`src/rtl/fighter_sprite_pkg.sv`:
```
// rtl/fighter_sprite_pkg.sv - shared constants, enums and frame-table helpers for the fighter sprite scheduler
package fighter_sprite_pkg;

   localparam int SPR_W       = 70;
   localparam int SPR_H       = 81;
   localparam int FRAME_WORDS = SPR_W * SPR_H;

   typedef enum logic [1:0] {
      ANIM_IDLE = 2'd0,
      ANIM_WALK = 2'd1,
      ANIM_JUMP = 2'd2,
      ANIM_NONE = 2'd3
   } anim_e;

   typedef enum logic [1:0] {
      S_IDLE = 2'd0,
      S_WALK = 2'd1,
      S_JUMP = 2'd2
   } state_e;

   localparam logic [2:0] IDLE_FIRST = 3'd0;
   localparam logic [2:0] IDLE_LAST  = 3'd1;
   localparam logic [2:0] WALK_FIRST = 3'd2;
   localparam logic [2:0] WALK_LAST  = 3'd4;
   localparam logic [2:0] JUMP_FIRST = 3'd5;
   localparam logic [2:0] JUMP_LAST  = 3'd7;

   function automatic logic [2:0] first_frame(input state_e s);
      case (s)
         S_WALK:  first_frame = WALK_FIRST;
         S_JUMP:  first_frame = JUMP_FIRST;
         default: first_frame = IDLE_FIRST;
      endcase
   endfunction

endpackage

```
`src/rtl/fighter_anim_fsm.sv`:
```
// rtl/fighter_anim_fsm.sv - one fighter's animation FSM, hold counter and displayed-frame latch
module fighter_anim_fsm
   import fighter_sprite_pkg::*;
#(
   parameter int FRAME_HOLD = 6
) (
   input  logic       vga_clk,
   input  logic       reset_n,
   input  logic       i_frame_start,
   input  logic       i_start,
   input  logic [1:0] i_anim,
   output logic [2:0] o_frame,
   output logic       o_busy,
   output logic       o_accepted
);

   localparam int HW = (FRAME_HOLD > 1) ? $clog2(FRAME_HOLD) : 1;
   localparam logic [HW-1:0] HOLD_LAST = HW'(FRAME_HOLD - 1);

   state_e          r_state, w_state_nx;
   logic [2:0]      r_frame, w_frame_nx;
   logic [HW-1:0]   r_hold,  w_hold_nx;
   logic [2:0]      r_disp;

   // A jump is uninterruptible; anim 3 never starts anything.
   assign o_accepted = i_start && (i_anim != ANIM_NONE) && (r_state != S_JUMP);
   assign o_busy     = (r_state == S_JUMP);
   assign o_frame    = r_disp;

   always_comb begin
      w_state_nx = r_state;
      w_frame_nx = r_frame;
      w_hold_nx  = r_hold;
      if (o_accepted) begin
         w_state_nx = state_e'(i_anim);
         w_frame_nx = first_frame(state_e'(i_anim));
         w_hold_nx  = '0;
      end else if (i_frame_start) begin
         if (r_hold == HOLD_LAST) begin
            w_hold_nx = '0;
            case (r_state)
               S_IDLE:  w_frame_nx = (r_frame == IDLE_LAST) ? IDLE_FIRST : r_frame + 3'd1;
               S_WALK:  w_frame_nx = (r_frame == WALK_LAST) ? WALK_FIRST : r_frame + 3'd1;
               S_JUMP: begin
                  if (r_frame == JUMP_LAST) begin
                     w_state_nx = S_IDLE;
                     w_frame_nx = IDLE_FIRST;
                  end else begin
                     w_frame_nx = r_frame + 3'd1;
                  end
               end
               default: begin
                  w_state_nx = S_IDLE;
                  w_frame_nx = IDLE_FIRST;
               end
            endcase
         end else begin
            w_hold_nx = r_hold + 1'b1;
         end
      end
   end

   always_ff @(posedge vga_clk or negedge reset_n) begin
      if (!reset_n) begin
         r_state <= S_IDLE;
         r_frame <= IDLE_FIRST;
         r_hold  <= '0;
         r_disp  <= 3'd0;
      end else begin
         r_state <= w_state_nx;
         r_frame <= w_frame_nx;
         r_hold  <= w_hold_nx;
         // Latch the pre-update frame so the picture never changes mid-screen.
         if (i_frame_start) begin
            r_disp <= r_frame;
         end
      end
   end

endmodule

```
`src/rtl/fighter_sprite_sched.sv`:
```
// rtl/fighter_sprite_sched.sv - two-fighter sprite ROM arbiter with stacking order and 2-stage address pipeline
module fighter_sprite_sched
   import fighter_sprite_pkg::*;
#(
   parameter int FRAME_HOLD = 6,
   parameter int SPR_W      = fighter_sprite_pkg::SPR_W,
   parameter int SPR_H      = fighter_sprite_pkg::SPR_H
) (
   input  logic        vga_clk,
   input  logic        reset_n,
   input  logic [9:0]  DrawX,
   input  logic [9:0]  DrawY,
   input  logic        frame_start,
   input  logic [9:0]  p0_x,
   input  logic [9:0]  p0_y,
   input  logic [9:0]  p1_x,
   input  logic [9:0]  p1_y,
   input  logic [1:0]  p0_anim,
   input  logic [1:0]  p1_anim,
   input  logic        p0_start,
   input  logic        p1_start,
   output logic [15:0] rom_address,
   output logic [1:0]  rom_owner,
   output logic [2:0]  p0_frame,
   output logic [2:0]  p1_frame,
   output logic        p0_busy,
   output logic        p1_busy
);

   localparam int LXW = $clog2(SPR_W);
   localparam int LYW = $clog2(SPR_H);
   localparam logic [15:0] C_SPR_W  = 16'(SPR_W);
   localparam logic [15:0] C_FWORDS = 16'(SPR_W * SPR_H);

   logic w_acc0, w_acc1;
   logic r_top;

   fighter_anim_fsm #(.FRAME_HOLD(FRAME_HOLD)) u_fsm0 (
      .vga_clk       (vga_clk),
      .reset_n       (reset_n),
      .i_frame_start (frame_start),
      .i_start       (p0_start),
      .i_anim        (p0_anim),
      .o_frame       (p0_frame),
      .o_busy        (p0_busy),
      .o_accepted    (w_acc0)
   );

   fighter_anim_fsm #(.FRAME_HOLD(FRAME_HOLD)) u_fsm1 (
      .vga_clk       (vga_clk),
      .reset_n       (reset_n),
      .i_frame_start (frame_start),
      .i_start       (p1_start),
      .i_anim        (p1_anim),
      .o_frame       (p1_frame),
      .o_busy        (p1_busy),
      .o_accepted    (w_acc1)
   );

   always_ff @(posedge vga_clk or negedge reset_n) begin
      if (!reset_n) begin
         r_top <= 1'b0;
      end else if (w_acc1) begin
         r_top <= 1'b1;
      end else if (w_acc0) begin
         r_top <= 1'b0;
      end
   end

   // 11-bit differences: bit 10 set means the pixel lies left of/above the sprite.
   logic [10:0] w_dx0, w_dy0, w_dx1, w_dy1;
   logic        w_hit0, w_hit1, w_sel1;
   assign w_dx0  = {1'b0, DrawX} - {1'b0, p0_x};
   assign w_dy0  = {1'b0, DrawY} - {1'b0, p0_y};
   assign w_dx1  = {1'b0, DrawX} - {1'b0, p1_x};
   assign w_dy1  = {1'b0, DrawY} - {1'b0, p1_y};
   assign w_hit0 = !w_dx0[10] && !w_dy0[10] && (w_dx0 < 11'(SPR_W)) && (w_dy0 < 11'(SPR_H));
   assign w_hit1 = !w_dx1[10] && !w_dy1[10] && (w_dx1 < 11'(SPR_W)) && (w_dy1 < 11'(SPR_H));
   assign w_sel1 = w_hit1 && (!w_hit0 || r_top);

   logic           r_s1_hit0, r_s1_hit1;
   logic [1:0]     r_s1_owner;
   logic [2:0]     r_s1_frame;
   logic [LXW-1:0] r_s1_lx;
   logic [LYW-1:0] r_s1_ly;

   always_ff @(posedge vga_clk or negedge reset_n) begin
      if (!reset_n) begin
         r_s1_hit0  <= 1'b0;
         r_s1_hit1  <= 1'b0;
         r_s1_owner <= 2'd0;
         r_s1_frame <= 3'd0;
         r_s1_lx    <= '0;
         r_s1_ly    <= '0;
      end else begin
         r_s1_hit0 <= w_hit0;
         r_s1_hit1 <= w_hit1;
         if (w_sel1) begin
            r_s1_owner <= 2'd2;
            r_s1_frame <= p1_frame;
            r_s1_lx    <= w_dx1[LXW-1:0];
            r_s1_ly    <= w_dy1[LYW-1:0];
         end else if (w_hit0) begin
            r_s1_owner <= 2'd1;
            r_s1_frame <= p0_frame;
            r_s1_lx    <= w_dx0[LXW-1:0];
            r_s1_ly    <= w_dy0[LYW-1:0];
         end else begin
            r_s1_owner <= 2'd0;
            r_s1_frame <= 3'd0;
            r_s1_lx    <= '0;
            r_s1_ly    <= '0;
         end
      end
   end

   logic [15:0] w_frame_base, w_row_base, w_addr;
   assign w_frame_base = C_FWORDS * 16'(r_s1_frame);
   assign w_row_base   = C_SPR_W * 16'(r_s1_ly);
   assign w_addr       = w_frame_base + w_row_base + 16'(r_s1_lx);

   always_ff @(posedge vga_clk or negedge reset_n) begin
      if (!reset_n) begin
         rom_address <= 16'd0;
         rom_owner   <= 2'd0;
      end else begin
         rom_address <= (r_s1_hit0 || r_s1_hit1) ? w_addr : 16'd0;
         rom_owner   <= r_s1_owner;
      end
   end

endmodule

```
`config.mk`:
```
export PLATFORM = sky130hd
export DESIGN_NAME = fighter_sprite_sched
export DESIGN_NICKNAME = d
export VERILOG_FILES = /design/src/rtl/fighter_sprite_pkg.sv /design/src/rtl/fighter_anim_fsm.sv /design/src/rtl/fighter_sprite_sched.sv
export SDC_FILE = /design/constraint.sdc
export NUM_CORES = 1
export LEC_CHECK = 0
export CAP_MARGIN = 20
export CORE_MARGIN = 4
export CORE_UTILIZATION = 40
export DETAILED_ROUTE_END_ITERATION = 8
export HOLD_SLACK_MARGIN = 0.03
export PLACE_DENSITY = 0.71
export REMOVE_ABC_BUFFERS = 1
export SETUP_SLACK_MARGIN = 0.2
export SLEW_MARGIN = 30
export SYNTH_ARGS = -nofsm -noshare
export SYNTH_HDL_FRONTEND = slang
export SYNTH_SLANG_ARGS = --single-unit
```
`constraint.sdc`:
```
create_clock -name vga_clk -period 4.8 [get_ports vga_clk]
set_input_delay 0.72 -clock vga_clk [delete_from_list [all_inputs] [get_ports vga_clk]]
set_output_delay 0.72 -clock vga_clk [all_outputs]
set_load 0.02 [all_outputs]
```
==> results.rst, run 1 <==
.. list-table::
   :header-rows: 1

   * - Metric
     - Value
   * - Synth cell types
     - 69
   * - Worst hold path type
     - reg2reg
   * - Cell at the root of the clock tree
     - sky130_fd_sc_hd__clkbuf_16
   * - Total setup violations reported at the end of the flow
     - 0
   * - CP Launch Type
     - flip-flop
   * - Aggregate global-route resource usage
     - 15.34%
   * - Period utilisation layout
     - 88.74%
   * - Worst slack after detailed placement
     - 0.4100 ns
   * - Headroom to the max-slew limit
     - 49.64%
   * - Most instantiated cells after synthesis
     - sky130_fd_sc_hd__inv_1, sky130_fd_sc_hd__ha_1, sky130_fd_sc_hd__dfrtp_1
   * - Vias per inst
     - 5.195
   * - Number of flip-flops and latches in the synthesized netlist
     - 62
   * - Clk_lat worst skew
     - 0.33 ns
   * - First-pass GRT wire length
     - 22.89 mm
   * - Initial DRT Pass Iterations
     - 5
   * - Clock tree from TritonCTS
     - done
   * - Per-cell routed wire length
     - 13.58 um
   * - Number of nets with antenna violations after routing
     - 0
   * - Chip width
     - 131.8 um
   * - Most frequently used cell type in the post-synthesis netlist
     - sky130_fd_sc_hd__inv_1
   * - H-tree depth
     - 3
   * - Antenna violations before repair
     - 0
   * - Worst voltage drop across the vdd grid
     - 0.1497 mV
   * - Fraction of registers with async set or reset after synthesis
     - 100.0%
   * - Max-slew violation count
     - 0
   * - Routability cong.
     - 0.8438
   * - Maximum fanout along the worst path
     - 4
   * - Number of antenna repair diodes
     - 0
   * - Largest cells by area after synthesis
     - sky130_fd_sc_hd__dfrtp_1, sky130_fd_sc_hd__ha_1, sky130_fd_sc_hd__inv_1, sky130_fd_sc_hd__fa_1, sky130_fd_sc_hd__a21oi_1
   * - TritonCTS buffer count
     - 9
   * - Count of maximum capacitance violations
     - 0
   * - Number of flops mapped to enable cells by yosys
     - 0
   * - Standard-cell rows
     - 44
   * - Remaining design rule violation count
     - 0
   * - Via count of the first global-routing pass
     - 4,961
   * - Type of the worst setup path
     - reg2reg
   * - Wire length reported by the detailed router
     - 13.24 mm
   * - Total negative slack for setup checks
     - 0 ns
   * - Iteration-0 DRC count of the detailed router
     - 392
   * - Arrival time at the worst endpoint
     - 4.45 ns
   * - Mean area per synthesized cell
     - 8.895 um^2
   * - Data required time of the worst path
     - 4.99 ns
   * - Largest net degree at the start of global routing
     - 63
   * - Type of element capturing the critical path
     - flip-flop
   * - Worst slew pin tran
     - 0.7555 ns
   * - Setup ws final
     - 0.5404 ns
   * - I/O Buffers
     - 94
   * - CTS sink count
     - 62
   * - Share of the synthesized area in the top cell type
     - 25.32%
   * - Worst-case reg-to-reg path depth
     - 17
   * - Via count
     - 5,065
   * - Cell taking the most area after synthesis
     - sky130_fd_sc_hd__dfrtp_1
   * - Area Overhead vs Synth
     - 22.97%
   * - I/O pin total
     - 95
   * - Most used flip-flop cell after synthesis
     - sky130_fd_sc_hd__dfrtp_1
   * - Initial core utilization
     - 41.54%
   * - Area of the core
     - 14,750 um^2
   * - Mapped cell area
     - 6128 um^2
   * - Clock transition time at the flip-flop clock pins of the worst setup and hold paths
     - 0.06 ns
   * - Mapped Cells
     - 689
   * - Worst hold stages
     - 0
   * - Clock Tree Buf Depth
     - 2
   * - P per Cell Area
     - 282.1 nW/um^2
   * - Height of the die
     - 131.8 um
   * - Final Skew
     - 0.008326 ns
   * - Highest-delay cell along the critical path
     - sky130_fd_sc_hd__fa_1
   * - Fraction of final layout cells sized beyond drive strength 1
     - 5.183%
   * - Achievable clock frequency
     - 234.8 MHz
   * - Crit-path max cell delay
     - 0.49 ns
   * - CP most frequent cell
     - sky130_fd_sc_hd__ha_1
   * - Final layout net count
     - 968
   * - Yosys Warn Count
     - 0
   * - Critical path, cell by cell
     - ha_1 > ha_1 > fa_1 > ha_1 > o21ai_0 > a21boi_1 > nor2_1 > ha_1 > ha_1 > nor3_1 > o2111ai_1 > nor2b_1 > a211o_1 > a21oi_2 > a21oi_1 > xor2_1 > nor2_1
   * - Die Footprint
     - 17,360 um^2
   * - Leakage power figure
     - 3.768 nW
   * - Endpoints failing hold
     - 0
   * - Residual overflow from global routing
     - 0
   * - Sequential share of the synthesized area
     - 25.32%
   * - Run status
     - completed
   * - Utilization after layout
     - 51.08%
   * - HPWL Detailed
     - 10.82 mm
   * - RSZ-0062 raised after global routing
     - false
   * - Crit path time final
     - 4.260 ns
final timing paths:
check                                        start  slack [ns]                        end
setup / recovery              r_s1_ly[5]$_DFF_PN0_        0.54  rom_address[15]$_DFF_PN0_
hold / removal             r_s1_owner[1]$_DFF_PN0_        0.35     rom_owner[1]$_DFF_PN0_
setup reg to reg              r_s1_ly[5]$_DFF_PN0_        0.54  rom_address[15]$_DFF_PN0_
hold reg to reg            r_s1_owner[1]$_DFF_PN0_        0.35     rom_owner[1]$_DFF_PN0_
max in group asynchronous                  reset_n        3.76       r_s1_ly[0]$_DFF_PN0_
min in group asynchronous                  reset_n        0.54     rom_owner[0]$_DFF_PN0_
sequential cells by signal (all words and copies together), names as in the netlist, 2 cells and up:
signal	flops
u_fsm0.r_state	2
u_fsm1.r_hold	3
u_fsm0.o_frame	3
r_s1_ly	7
r_s1_owner	2
rom_address	16
r_s1_lx	7
u_fsm1.r_state	2
u_fsm0.r_hold	3
u_fsm0.r_frame	3
u_fsm1.o_frame	3
r_s1_frame	3
u_fsm1.r_frame	3
rom_owner	2
layer usage:
layer	global-route usage, %	vias to the layer above	wire [um]
li1	-	2612	-
met1	21.26	2337	6412
met2	25.56	105	6246
met3	1.603	11	424
met4	4.259	0	156
met5	0	-	0
metrics by stage:
stage / hold slack, ns / std cells / power (mW) / cell area (um^2)
floorplan: 0.3312 / 679 / 1.237 / 6063
global placement: 0.3354 / 959 / 1.504 / 7244
detailed placement: 0.3358 / 959 / 1.516 / 7247
CTS: 0.3406 / 975 / 2.143 / 7528
global route: 0.3525 / 975 / 2.273 / 7536
finish: 0.3463 / 975 / 2.126 / 7536
worst max-delay path, delay by kind of cell, from the launching register on:
family	cells	cell delay [ns]
adder cells (fa/ha/maj)	6	1.94
AO/OA/AOI/OAI	6	1.06
AND/OR/NAND/NOR	4	0.54
flip-flops	1	0.44
XOR/XNOR	1	0.15
cell usage in the layout (no fill, tap or decap), drive strengths merged, types with 6 or more instances in the layout:
master	n
o21ai	34
a31oi	9
fa	15
a21oi	45
nand3	11
inv	106
xor2	18
xnor2	25
dfrtp	62
nor2b	19
mux2	6
clkbuf	9
o211ai	7
nor2	50
a21o	12
or3	7
a22o	14
clkdlybuf4s50	93
ha	98
nand2	29
nand2b	17
o21a	6
nor3	10
a211oi	7
area by class of cell:
class                   instances  area (um^2)
fillers                      1393         7218
multi-input cells             514         4135
flip-flops and latches         62         1551
repair buffers                 96        950.9
inverters                     103        386.6
well taps                     184        230.2
clock buffers                   9        225.2
clock inverters                 7        56.30
timing repair:
item,in CTS,in global routing
resized for setup,0,5
endpoints found under the setup margin,0,2
setup buffers,0,0
endpoints found under the hold margin,0,0
hold buffers,0,0
kinds of logic (layout without fill, tap and decap cells):
group	after synthesis	in the layout	share of synthesized area [%]
multiplexers	9	9	1.592
buffers and inverters	113	215	7.370
adder cells (fa/ha/maj)	113	113	24.91
XOR/XNOR	43	43	6.145
AND/OR/NAND/NOR	165	165	13.82
AO/OA/AOI/OAI	184	184	20.85
flip-flops	62	62	25.32
power by group:
part / switching (mW) / total (mW) / internal, mW
clock network: 0.258 / 0.613 / 0.355
logic: 0.408 / 0.782 / 0.374
registers: 0.115 / 0.730 / 0.616
Power figures use the tool's default switching activity.
==> inputs of run 2 (changes only) <==
--- a/config.mk
+++ b/config.mk
@@ -12,5 +12,4 @@
 export HOLD_SLACK_MARGIN = 0.03
 export PLACE_DENSITY = 0.71
-export REMOVE_ABC_BUFFERS = 1
 export SETUP_SLACK_MARGIN = 0.2
 export SLEW_MARGIN = 30
==> constraint.sdc (replaced) <==
create_clock -name vga_clk -period 4.8 [get_ports vga_clk]
set_input_delay 0.72 -clock vga_clk [delete_from_list [all_inputs] [get_ports vga_clk]]
set_output_delay 0.72 -clock vga_clk [all_outputs]
set_load 0.005 [all_outputs]
==> run 2 against run 1 <==
Net effect: sequential share of layout area decreased by 0.078 points; worst hold slack improved by 0.0054 ns; flip-flop and latch count is the same; combinational power decreased by 4.9%; global-route usage increased by 0.17 points; core utilization is 0.20 points higher; sequential power barely moved; clock power rose by 7.0%; highest routed layer unchanged; count of clock-buffer cells in the layout rose by 2; cell area increased by 0.38%; first-iteration DRC count down 41%; critical path depth did not move.
==> results.rst, run 2 (same netlist as run 1, synthesis figures left out) <==
.. list-table::
   :header-rows: 1

   * - Metric
     - Value
   * - Worst voltage drop across the vdd grid
     - 0.1515 mV (+1.2%)
   * - Height of the die
     - 131.8 um (unchanged)
   * - Leakage power figure
     - 3.782 nW (+0.37%)
   * - Most frequent cells in the layout
     - sky130_fd_sc_hd__inv_1, sky130_fd_sc_hd__ha_1, sky130_fd_sc_hd__clkdlybuf4s50_1
   * - CTS resizes
     - 0 (unchanged)
   * - Data required time of the worst path
     - 4.98 ns (about the same)
   * - Clock tree from TritonCTS
     - done
   * - Run status
     - completed
   * - Final Skew
     - 0.005718 ns (-0.002608 ns)
   * - Die Footprint
     - 17,360 um^2 (unchanged)
   * - Reg-to-reg critical path startpoint
     - r_s1_ly[5]$_DFF_PN0_
   * - Vias per inst
     - 5.150 (-0.87%)
   * - Area of the core
     - 14,750 um^2 (unchanged)
   * - First-pass GRT wire length
     - 22.84 mm (-0.24%)
   * - Number of buffers added for setup after CTS
     - 0 (unchanged)
   * - Iteration-0 DRC count of the detailed router
     - 231 (-41%)
   * - Count of maximum capacitance violations
     - 0 (unchanged)
   * - Post-CTS Hold Buffers
     - 0 (unchanged)
   * - Utilization after layout
     - 51.27% (+0.20 points)
   * - Reg-to-Reg End
     - rom_address[15]$_DFF_PN0_
   * - Wire length reported by the detailed router
     - 13.12 mm (-0.88%)
   * - Clk_lat worst skew
     - 0.33 ns (about the same)
   * - Residual overflow from global routing
     - 0 (unchanged)
   * - Chip width
     - 131.8 um (unchanged)
   * - Setup ws final
     - 0.5495 ns (+0.009136 ns)
   * - Worst slack after detailed placement
     - 0.4089 ns (-0.001043 ns)
   * - Initial DRT Pass Iterations
     - 4 (-1)
   * - Standard-cell rows
     - 44 (unchanged)
   * - Clock Tree Buf Depth
     - 2 (unchanged)
   * - Number of non-filler instances in the completed layout
     - 975 (unchanged)
   * - Number of flip-flops under the largest register name
     - 16 (unchanged)
   * - Remaining design rule violation count
     - 0 (unchanged)
   * - TritonCTS buffer count
     - 9 (unchanged)
   * - I/O Buffers
     - 94 (unchanged)
   * - Area Overhead vs Synth
     - 23.44%
   * - P per Cell Area
     - 281.4 nW/um^2 (-0.25%)
   * - Type of element capturing the critical path
     - flip-flop
   * - Worst slew pin tran
     - 0.7511 ns (-0.004401 ns)
   * - Total setup violations reported at the end of the flow
     - 0 (unchanged)
   * - I/O pin total
     - 95 (unchanged)
   * - Arrival time at the worst endpoint
     - 4.43 ns (-0.02 ns)
   * - RSZ-0062 raised after global routing
     - false
   * - Period utilisation layout
     - 88.55% (-0.19 points)
   * - Clock transition time at the flip-flop clock pins of the worst setup and hold paths
     - 0.05 ns (about the same)
   * - Via count
     - 5,021 (-0.87%)
   * - Number of antenna repair diodes
     - 0 (unchanged)
   * - Total negative slack for setup checks
     - 0 ns (unchanged)
   * - Maximum fanout along the worst path
     - 4 (unchanged)
   * - Synthesized netlist net count
     - 871
   * - CP Launch Type
     - flip-flop
   * - H-tree depth
     - 3 (unchanged)
   * - Post-placement cell count
     - 959 (unchanged)
   * - Crit path time final
     - 4.250 ns (-0.009136 ns)
   * - Headroom to the max-slew limit
     - 49.93% (+0.29 points)
   * - Routability cong.
     - 0.8597 (+1.9%)
   * - Worst hold path type
     - reg2reg
   * - Final layout net count
     - 968 (unchanged)
   * - Sink of the worst hold path
     - rom_owner[1]$_DFF_PN0_
   * - Via count of the first global-routing pass
     - 5,091 (+2.6%)
   * - Fraction of final layout cells sized beyond drive strength 1
     - 5.183% (unchanged)
   * - CTS sink count
     - 62 (unchanged)
   * - Worst Hold Launch
     - r_s1_owner[1]$_DFF_PN0_
   * - Achievable clock frequency
     - 235.3 MHz (+0.22%)
   * - Cell at the root of the clock tree
     - sky130_fd_sc_hd__clkbuf_16
   * - Aggregate global-route resource usage
     - 15.51% (+0.17 points)
   * - Worst-case reg-to-reg path depth
     - 17 (unchanged)
   * - HPWL Detailed
     - 10.97 mm (+1.4%)
   * - Endpoints failing hold
     - 0 (unchanged)
   * - Worst hold stages
     - 0 (unchanged)
   * - Max-slew violation count
     - 0 (unchanged)
   * - Flop2flop setup slack
     - 0.55 ns (about the same)
   * - Antenna violations before repair
     - 0 (unchanged)
   * - Largest registers
     - rom_address x16, r_s1_lx x7, r_s1_ly x7
   * - Number of nets with antenna violations after routing
     - 0 (unchanged)
   * - Top register by number of flip-flops
     - rom_address
   * - Largest net degree at the start of global routing
     - 63 (unchanged)
   * - Per-cell routed wire length
     - 13.46 um (-0.88%)
   * - Most common cell after layout, fill and taps aside
     - sky130_fd_sc_hd__inv_1
   * - Hold_ws
     - 0.3517 ns (+0.005413 ns)
   * - Type of the worst setup path
     - reg2reg
   * - Initial core utilization
     - 41.54% (unchanged)
## run 2: changes by cell type in the layout (fill, tap and decap cells not counted), sizes merged
cell	delta
bufinv	+1
clkbuf	+2
clkinv	-1
inv	-2
## run 2: worst max path at each step
stage | cells past startpoint | start | slack, ns | end
finish | 17 | r_s1_ly[5]$_DFF_PN0_ | 0.55 | rom_address[15]$_DFF_PN0_
global route | 18 | r_s1_ly[5]$_DFF_PN0_ | 0.23 | rom_address[15]$_DFF_PN0_
CTS | 17 | r_s1_ly[5]$_DFF_PN0_ | 0.39 | rom_address[15]$_DFF_PN0_
detailed placement | 17 | r_s1_ly[5]$_DFF_PN0_ | 0.41 | rom_address[15]$_DFF_PN0_
global placement | 17 | r_s1_ly[5]$_DFF_PN0_ | 0.54 | rom_address[15]$_DFF_PN0_
floorplan | 17 | r_s1_ly[5]$_DFF_PN0_ | 0.75 | rom_address[15]$_DFF_PN0_
## run 2: worst max-delay path, stage by stage (launching register included)
cell                       delay (ns)
sky130_fd_sc_hd__dfrtp_1         0.42
sky130_fd_sc_hd__ha_1            0.31
sky130_fd_sc_hd__ha_1            0.31
sky130_fd_sc_hd__fa_1            0.48
sky130_fd_sc_hd__ha_1            0.34
sky130_fd_sc_hd__o21ai_0         0.13
sky130_fd_sc_hd__a21boi_1        0.12
sky130_fd_sc_hd__o21ai_0         0.16
sky130_fd_sc_hd__nand2b_1        0.10
sky130_fd_sc_hd__xor2_1          0.15
sky130_fd_sc_hd__ha_1            0.28
sky130_fd_sc_hd__ha_1            0.35
sky130_fd_sc_hd__and3_1          0.19
sky130_fd_sc_hd__a211o_1         0.27
sky130_fd_sc_hd__a21oi_2         0.18
sky130_fd_sc_hd__a21oi_1         0.10
sky130_fd_sc_hd__xor2_1          0.15
sky130_fd_sc_hd__nor2_1          0.06
## run 2: stage by stage
stage / power, mW / instance area (um^2)
floorplan: 1.202 / 6128
global placement: 1.462 / 7244
detailed placement: 1.475 / 7247
CTS: 2.145 / 7556
global route: 2.276 / 7565
finish: 2.129 / 7565
## run 2: metal layers
metal / track usage [%] / wire (um) / vias to the layer above
met5: 0 / 0 / -
met2: 27.16 / 6384 / 96
met1: 19.61 / 5981 / 2301
met4: 5.834 / 250 / 0
li1: - / - / 2608
met3: 1.870 / 507 / 16
## run 2: power by group
| group | internal, mW | switching (mW) | leakage (nW) | total [mW] |
|---|---|---|---|---|
| clock network | 0.429 | 0.227 | 0.152 | 0.656 |
| logic | 0.373 | 0.371 | 2.81 | 0.744 |
| registers | 0.616 | 0.113 | 0.822 | 0.729 |
## run 2: layout make-up
type,count,area (um^2)
timing repair buffer,96,950.9
sequential,62,1551
fill,1387,7189
clock buffer,11,252.7
multi-input combinational,514,4136
inverter,103,386.6
clock inverter,5,56.30
tap,184,230.2
